$ cat src/rtl/timer_compare.sv
// timer_compare: compare/interrupt stage that sits after the free-running timer.
//
// It watches the timer's 32-bit count. When the count steps onto the programmed compare
// value, it raises a sticky pending flag. In periodic mode it also advances the compare
// value by PERIOD. It drives a level interrupt, irq = PEND & IE.
//
// Ports:
//   clk        system clock, all logic on posedge
//   rst        synchronous active-high reset
//   timer_val  count from the upstream timer
//   A          register word address: 0 CMP, 1 CTRL, 2 STATUS, 3 PERIOD, 4 CAPTURE
//   WD / WE    write data / write enable (register at A written on the clock edge)
//   RD         combinational read data; unmapped addresses read 0
//   irq        level interrupt request
//
// Register fields:
//   CTRL   [0] EN, [1] PERIODIC, [2] IE
//   STATUS [0] PEND (W1C), [1] OVR (W1C), [3:2] FSM state (read-only)
//
// Optional feature: define TIMER_CMP_CAPTURE_EN to add the read-only CAPTURE register at A=4.
// CAPTURE loads timer_val on every match event. Without the macro, A=4 reads 0.
module timer_compare #(
  parameter logic [31:0] CMP_RESET = 32'hFFFF_FFFF,
  parameter int unsigned ADDR_W    = 3
) (
  input  logic              clk,
  input  logic              rst,
  input  logic [31:0]       timer_val,
  input  logic [ADDR_W-1:0] A,
  input  logic [31:0]       WD,
  input  logic              WE,
  output logic [31:0]       RD,
  output logic              irq
);

  localparam logic [ADDR_W-1:0] AddrCmp     = ADDR_W'(0);
  localparam logic [ADDR_W-1:0] AddrCtrl    = ADDR_W'(1);
  localparam logic [ADDR_W-1:0] AddrStatus  = ADDR_W'(2);
  localparam logic [ADDR_W-1:0] AddrPeriod  = ADDR_W'(3);
  localparam logic [ADDR_W-1:0] AddrCapture = ADDR_W'(4);

  typedef enum logic [1:0] {
    StIdle  = 2'd0,
    StArmed = 2'd1,
    StDone  = 2'd2
  } state_e;

  state_e      state_q, state_d;
  logic [31:0] cmp_q, cmp_d;
  logic [31:0] period_q, period_d;
  logic [2:0]  ctrl_q, ctrl_d;
  logic        pend_q, pend_d;
  logic        ovr_q, ovr_d;
  logic [31:0] prev_q;

  logic ctrl_en, ctrl_periodic, ctrl_ie;
  logic wr_cmp, wr_ctrl, wr_status, wr_period;
  logic match;

  assign ctrl_en       = ctrl_q[0];
  assign ctrl_periodic = ctrl_q[1];
  assign ctrl_ie       = ctrl_q[2];

  assign wr_cmp    = WE && (A == AddrCmp);
  assign wr_ctrl   = WE && (A == AddrCtrl);
  assign wr_status = WE && (A == AddrStatus);
  assign wr_period = WE && (A == AddrPeriod);

  // The timer holds each value for many cycles. Requiring a change against the previous
  // sample gives one event per count step. It also means that enabling while the count
  // already equals CMP gives no event.
  assign match = (state_q == StArmed) && (timer_val == cmp_q) && (timer_val != prev_q);

  always_comb begin
    state_d  = state_q;
    cmp_d    = cmp_q;
    period_d = period_q;
    ctrl_d   = ctrl_q;
    pend_d   = pend_q;
    ovr_d    = ovr_q;

    unique case (state_q)
      StIdle:  if (ctrl_en) state_d = StArmed;
      StArmed: if (match && !ctrl_periodic) state_d = StDone;
      StDone:  if (wr_cmp) state_d = StArmed;
      default: state_d = StIdle;
    endcase
    // Disabling overrides every other transition.
    if (!ctrl_en) state_d = StIdle;

    // PERIOD=0 leaves CMP unchanged, so the next event waits for the timer to wrap.
    if (match && ctrl_periodic) cmp_d = cmp_q + period_q;
    // A CPU write to CMP overrides the periodic advance.
    if (wr_cmp) cmp_d = WD;

    if (wr_period) period_d = WD;
    if (wr_ctrl)   ctrl_d   = WD[2:0];

    if (wr_status) begin
      if (WD[0]) pend_d = 1'b0;
      if (WD[1]) ovr_d  = 1'b0;
    end
    if (match) begin
      pend_d = 1'b1;
      // When PEND is cleared in the match cycle, software has just acknowledged the
      // previous event, so this is not an overrun.
      if (pend_q && !(wr_status && WD[0])) ovr_d = 1'b1;
    end
  end

  always_ff @(posedge clk) begin
    if (rst) begin
      state_q  <= StIdle;
      cmp_q    <= CMP_RESET;
      period_q <= 32'd0;
      ctrl_q   <= 3'd0;
      pend_q   <= 1'b0;
      ovr_q    <= 1'b0;
      prev_q   <= 32'd0;
    end else begin
      state_q  <= state_d;
      cmp_q    <= cmp_d;
      period_q <= period_d;
      ctrl_q   <= ctrl_d;
      pend_q   <= pend_d;
      ovr_q    <= ovr_d;
      prev_q   <= timer_val;
    end
  end

  logic [31:0] capture_rd;

`ifdef TIMER_CMP_CAPTURE_EN
  logic [31:0] capture_q;

  always_ff @(posedge clk) begin
    if (rst) begin
      capture_q <= 32'd0;
    end else if (match) begin
      capture_q <= timer_val;
    end
  end

  assign capture_rd = capture_q;
`else
  assign capture_rd = 32'd0;
`endif

  always_comb begin
    RD = 32'd0;
    if (A == AddrCmp)          RD = cmp_q;
    else if (A == AddrCtrl)    RD = {29'd0, ctrl_q};
    else if (A == AddrStatus)  RD = {28'd0, state_q, ovr_q, pend_q};
    else if (A == AddrPeriod)  RD = period_q;
    else if (A == AddrCapture) RD = capture_rd;
  end

  assign irq = pend_q & ctrl_ie;

  // Only the low CTRL bits are implemented.
  logic unused_wd;
  assign unused_wd = ^WD[31:3];

endmodule

$ cat config.mk
export PLATFORM = sky130hd
export DESIGN_NAME = timer_compare
export DESIGN_NICKNAME = d
export VERILOG_FILES = /design/src/rtl/timer_compare.sv
export SDC_FILE = /design/constraint.sdc
export NUM_CORES = 1
export LEC_CHECK = 0
export CORE_MARGIN = 2
export CORE_UTILIZATION = 55
export CTS_CLUSTER_DIAMETER = 100
export CTS_CLUSTER_SIZE = 28
export DETAILED_ROUTE_END_ITERATION = 7
export GPL_ROUTABILITY_DRIVEN = 0
export HOLD_SLACK_MARGIN = 0.03
export PLACE_DENSITY = 0.77
export SLEW_MARGIN = 10
export SYNTH_ARGS = -nofsm -noshare
export SYNTH_HDL_FRONTEND = slang
export SYNTH_SLANG_ARGS = --single-unit
$ cat constraint.sdc
create_clock -name clk -period 3.7 [get_ports clk]
set_clock_uncertainty 0.2 [all_clocks]
set_input_delay 0.74 -clock clk [delete_from_list [all_inputs] [get_ports clk]]
set_output_delay 0.74 -clock clk [all_outputs]
set_load 0.01 [all_outputs]
==> reports/metrics.yaml, run 1 <==
status: "finished, violations left"
violations: "design-rule violations"
grt_pass1_vias: 5894
cts_sinks: 103
fin_crit_ps: 3588
power.leakage_nw: 3.196
yosysTopAreaCell: "dfxtp_1"
vias_per_cell: 6.135
grtUsageTotal_pct: 30.82
cts_tree: "built"
hold_class: "reg -> reg"
maxCapViolCount: 0
whs_path_depth: 2
grt_overflow: 0
initial_utilization_pct: 56.98
synth-seq-area-share_pct: 31.43
layout-drive-gt1-share_pct: 5.991
netlist.area_leader.share_pct: 31.43
final_util_pct: 69.19
hpwl_mm: 14.28
diodes: 0
ioPinCount: 103
worst_pin_slew_ps: 882.2
final_hold_viol_count: 0
relSlewSlack_pct: 41.13
fin_cells: 1011
final_cell_mix: "nand2_1 (105), dfxtp_1 (103), clkdlybuf4s50_1 (100), xnor2_1 (76), a21oi_1 (67)"
avgSynthCellArea_um2: 8.305
dr.pass1.iters: 8
vias: 6202
fin_crit_sh_pct: 96.98
nets: 965
synth_async_sr_flop_share_pct: 0
antenna_found_initial: 0
coreArea_um2: 11520
cp-start-kind: "input port"
die_h_um: 113.2
ant_nets: 0
clockBufferDepth: 2
crit_type: "in -> out"
io_buffers: 102
drc: 8
grt_pass1_wl_mm: 31.17
die_x_um: 113.2
synth.distinct_cells: 67
final_common_cell: "nand2_1"
htree_levels: 3
synthCells: 790
postCtsHoldBufs: 0
tns_ps: 0
synth-main-ff-cell: "dfxtp_1"
synth_area_um2: 6561
ys_top_cells_by_area: "dfxtp_1 (31%), xnor2_1 (10%), nand2_1 (6.0%)"
slew_viol_final: 0
post_cts_buffers: 0
cp-end-kind: "output pin"
grt_max_degree: 81
rsz0062_at_grt: "no"
rr_worst_depth: 11
irDropWorstVdd_uv: 287.3
clockRootBuffer: "clkbuf_16"
drtIter0Drc: 473
synth_warnings: 0
final-setup-viol-count: 0
syn_to_final_growth_pct: 21.43
synth_seq_cells: 103
synth-edff-count: 0
routedWlPerCell_um: 19.31
arrival_ps: 2650
place_inst: 995
wirelength_mm: 19.52
clkLatencyLatePin_ps: 360
path_max_fanout: 30
cts.repair.resized: 0
design.die.area_um2: 12820
power.density_nw_per_um2: 351.6
clkTransAtPathRegs_ps: 70
synth_nets: 892
rows: 39
postLayoutCellArea_um2: 7968
cts_buffers: 9
fmax_ghz: 0.2787
critPathRequiredTime_ps: 2760
placed_area_um2: 7669
cell usage after synthesis, drive strengths merged, types with 16 or more instances:
library cell,number
o211ai,19
nand4,23
ha,31
clkbuf,31
o21ai,31
nor2b,36
nor2,57
a21oi,71
a22o,28
xnor2,77
nand2,106
xor2,16
buf,18
a21o,19
dfxtp,103
per-stage QoR:
step / total power [mW] / setup WS, ps / hold slack [ps]
after floorplan: 1.611 / 694.3 / 249.6
after global placement: 1.824 / 162.8 / 267.8
after detailed placement: 1.836 / 95.49 / 275.2
after CTS: 2.801 / 90.40 / 287.4
after global routing: 2.905 / 32.40 / 311.8
final: 2.802 / 111.7 / 288.8
flip-flops by register name, indices dropped and copies added, names as in the netlist:
register	count
cmp_q	32
ctrl_q	3
ovr_q	1
pend_q	1
period_q	32
prev_q	32
state_q	2
critical path, cell delays in order:
cell             delay [ps]
clkdlybuf4s50_1         680
and3b_1                 260
buf_12                  220
a22o_1                  200
clkdlybuf4s50_1         540
final timing paths:
| check | endpoint | start | slack, ps |
|---|---|---|---|
| setup / recovery | RD[31] | A[1] | 110 |
| hold / removal | period_q[7] | period_q[7] | 290 |
| setup reg to reg | cmp_q[24] | cmp_q[0] | 460 |
| hold reg to reg | period_q[7] | period_q[7] | 290 |
final cells by class:
class,count,area [um^2]
timing repair buffer,111,1149
sequential,103,2062
fill,963,3548
clock inverter,7,71.32
tap,143,178.9
clock buffer,9,225.2
inverter,8,30.03
multi-input combinational,630,4252
layer usage:
metal | GRT usage, % | vias up | part of all wire (%) | wire, um
met5 | 0 | - | 0 | 0
met4 | 11.22 | 0 | 2.2 | 433
met3 | 4.499 | 37 | 7.8 | 1521
met2 | 48.78 | 258 | 46 | 8937
met1 | 42.88 | 2952 | 44 | 8625
li1 | - | 2955 | - | -
where the power goes:
group          switching (mW)  internal [mW]  total [mW]
clock network           0.449          0.526       0.975
logic                   0.326          0.318       0.644
registers              0.0371           1.15        1.18
total                   0.812           1.99        2.80
kinds of logic (layout without fill, tap and decap cells):
group           Yosys count  in the layout  share of synthesized area, %
simple gates            272            272                         19.81
compound gates          214            214                         22.64
flops                   103            103                         31.43
xor+xnor                 93             93                         12.53
buf+inv                  57            135                         3.852
fa+ha+maj                32             32                         6.217
mux                      19             19                         3.528
Note: power is estimated with default switching activity, not from simulation.
==> inputs of run 2 (changes only) <==
--- a/config.mk
+++ b/config.mk
@@ -5,6 +5,7 @@
 export SDC_FILE = /design/constraint.sdc
 export NUM_CORES = 1
 export LEC_CHECK = 0
+export ABC_CLOCK_PERIOD_IN_PS = 3700
 export CORE_MARGIN = 2
 export CORE_UTILIZATION = 55
 export CTS_CLUSTER_DIAMETER = 100
@@ -13,6 +14,8 @@
 export GPL_ROUTABILITY_DRIVEN = 0
 export HOLD_SLACK_MARGIN = 0.03
 export PLACE_DENSITY = 0.77
+export RECOVER_POWER = 100
+export SETUP_SLACK_MARGIN = 0.15
 export SLEW_MARGIN = 10
 export SYNTH_ARGS = -nofsm -noshare
 export SYNTH_HDL_FRONTEND = slang
==> run 2 against run 1 <==
Net effect:
- the flow finishes with violations (design-rule violations, max-capacitance violations, max-slew violations)
- sequential power about the same
- core utilization is 0.29 points lower
- largest power group unchanged
- cell count did not move
- via count up 0.11%
- maximum frequency is 5.0% higher
- largest cell class unchanged
- clock-buffer cell count unchanged
- first-iteration DRC count is 9.9% higher
==> reports/metrics.yaml, run 2 (synthesized netlist as in run 1, its figures left out) <==
fmax_ghz: 0.2926  # +5.0%
final_cell_mix: "nand2_1 (105), dfxtp_1 (103), xnor2_1 (76), a21oi_1 (68), clkdlybuf4s50_1 (63)"
final_util_pct: 68.89  # -0.29 points
diodes: 0  # unchanged
fin_crit_sh_pct: 92.35  # -4.6 points
final_common_cell: "nand2_1"
rsz0062_at_grt: "no"
irDropWorstVdd_uv: 289.2  # +0.65%
rows: 39  # unchanged
relSlewSlack_pct: -13.30  # -54 points
cp-end-kind: "output pin"
maxCapViolCount: 1  # +1
power.density_nw_per_um2: 352.6  # +0.27%
critPathBufInv: 2  # -1
htree_levels: 3  # unchanged
cp_top_family: "buffers and inverters"
slew_viol_final: 81  # +81
antenna_found_initial: 0  # unchanged
routedWlPerCell_um: 19.31  # about the same
dr.pass1.iters: 7  # -1
ant_nets: 0  # unchanged
post_cts_buffers: 0  # unchanged
grt_pass1_wl_mm: 31.17  # unchanged
design.die.area_um2: 12820  # unchanged
vias: 6209  # +0.11%
cts_tree: "built"
status: "finished, violations left"
clockBufferDepth: 2  # unchanged
final-setup-viol-count: 0  # unchanged
wl_met2_mm: 8.935  # about the same
wirelength_mm: 19.53  # about the same
wl_met3_mm: 1.673  # +10%
die_h_um: 113.2  # unchanged
cts_sinks: 103  # unchanged
initial_utilization_pct: 56.98  # unchanged
nets: 965  # unchanged
top_regs: "cmp_q (32), period_q (32), prev_q (32)"
m1WireLength_mm: 8.516  # -1.3%
ioPinCount: 103  # unchanged
hold_class: "reg -> reg"
path_max_fanout: 9  # -70%
arrival_ps: 2480  # -170 ps
path_cells: "dlygate4sd2_1 -> mux4_2 -> nor2b_1 -> dlygate4sd3_1"
cp-start-kind: "input port"
vias_per_cell: 6.141  # +0.11%
fin_crit_ps: 3417  # -171.2 ps
layout-drive-gt1-share_pct: 5.530  # -0.46 points
grtUsageTotal_pct: 30.82  # unchanged
final_hold_viol_count: 0  # unchanged
violations: "design-rule violations, max-capacitance violations, max-slew violations"
clkTransAtPathRegs_ps: 70  # about the same
clkLatencyLatePin_ps: 360  # about the same
syn_to_final_growth_pct: 20.92
die_x_um: 113.2  # unchanged
io_buffers: 102  # unchanged
coreArea_um2: 11520  # unchanged
clockRootBuffer: "clkbuf_16"
hpwl_mm: 14.28  # unchanged
crit_type: "in -> out"
drtIter0Drc: 520  # +9.9%
critPathMaxStageDelay_ps: 610  # -70 ps
cts_buffers: 9  # unchanged
crit_path_top_delay_cell: "dlygate4sd3_1"
total_power_mw: 2.797  # -0.16%
drc: 9  # +1
grt_max_degree: 81  # unchanged
critPathRequiredTime_ps: 2760  # about the same
grt_overflow: 0  # unchanged
grt_pass1_vias: 5894  # unchanged
power.leakage_nw: 3.291  # +3.0%
top_layer_used: "met4"
tns_ps: 0  # unchanged
worst_pin_slew_ps: 1699  # +817.3 ps
## run 2: metal layers
| layer | up-vias | global-route usage (%) |
|---|---|---|
| met5 | - | 0 |
| met1 | 2965 | 42.88 |
| met4 | 0 | 11.22 |
| li1 | 2952 | - |
| met3 | 26 | 4.499 |
| met2 | 266 | 48.78 |
## run 2: cell type report
cell class | count | area [um^2]
Sequential cell | 103 | 2062
Clock buffer | 9 | 225.2
Clock inverter | 7 | 71.32
Fill cell | 973 | 3582
Inverter | 8 | 30.03
Multi-Input combinational cell | 630 | 4248
Tap cell | 143 | 178.9
Timing Repair Buffer | 111 | 1119
## run 2: report_power, final
| group | internal [mW] | total (mW) | switching (mW) |
|---|---|---|---|
| clock | 0.526 | 0.980 | 0.454 |
| combinational | 0.310 | 0.635 | 0.325 |
| sequential | 1.15 | 1.18 | 0.0370 |
| total | 1.98 | 2.80 | 0.816 |
## run 2: metrics by stage
step | instance area, um^2 | instances | setup slack (ps) | hold slack [ps]
floorplan | 6561 | 790 | 694.3 | 249.6
global placement | 7669 | 995 | 162.8 | 267.8
detailed placement | 7669 | 995 | 95.49 | 275.2
CTS | 7963 | 1011 | 171.1 | 287.4
global route | 7934 | 1011 | 135.5 | 311.8
finish | 7934 | 1011 | 282.9 | 289.7
## run 2: path summary, 6_finish.rpt
check | from | endpoint | slack, ps | cells after the start
setup / recovery | A[0] | RD[2] | 280 | 4
hold / removal | period_q[7] | period_q[7] | 290 | 2
hold reg to reg | period_q[7] | period_q[7] | 290 | 2
setup reg to reg | cmp_q[0] | cmp_q[24] | 450 | 11
## run 2: worst register-to-register path, cell delays in order, from the launching register on
cell and delay, ps:
dfxtp_1 360, ha_1 250, fa_1 430, a211oi_1 260
nor2_1 130, o211ai_2 340, o211ai_1 180, a41oi_2 320
o21ai_0 210, xor2_1 190, mux2i_1 170, o21ai_1 90
## run 2: timing repair
item,4_1_cts,5_1_grt
resized for setup,2,1
hold buffers,0,0
setup endpoints to repair,30,26
pin swaps,0,0
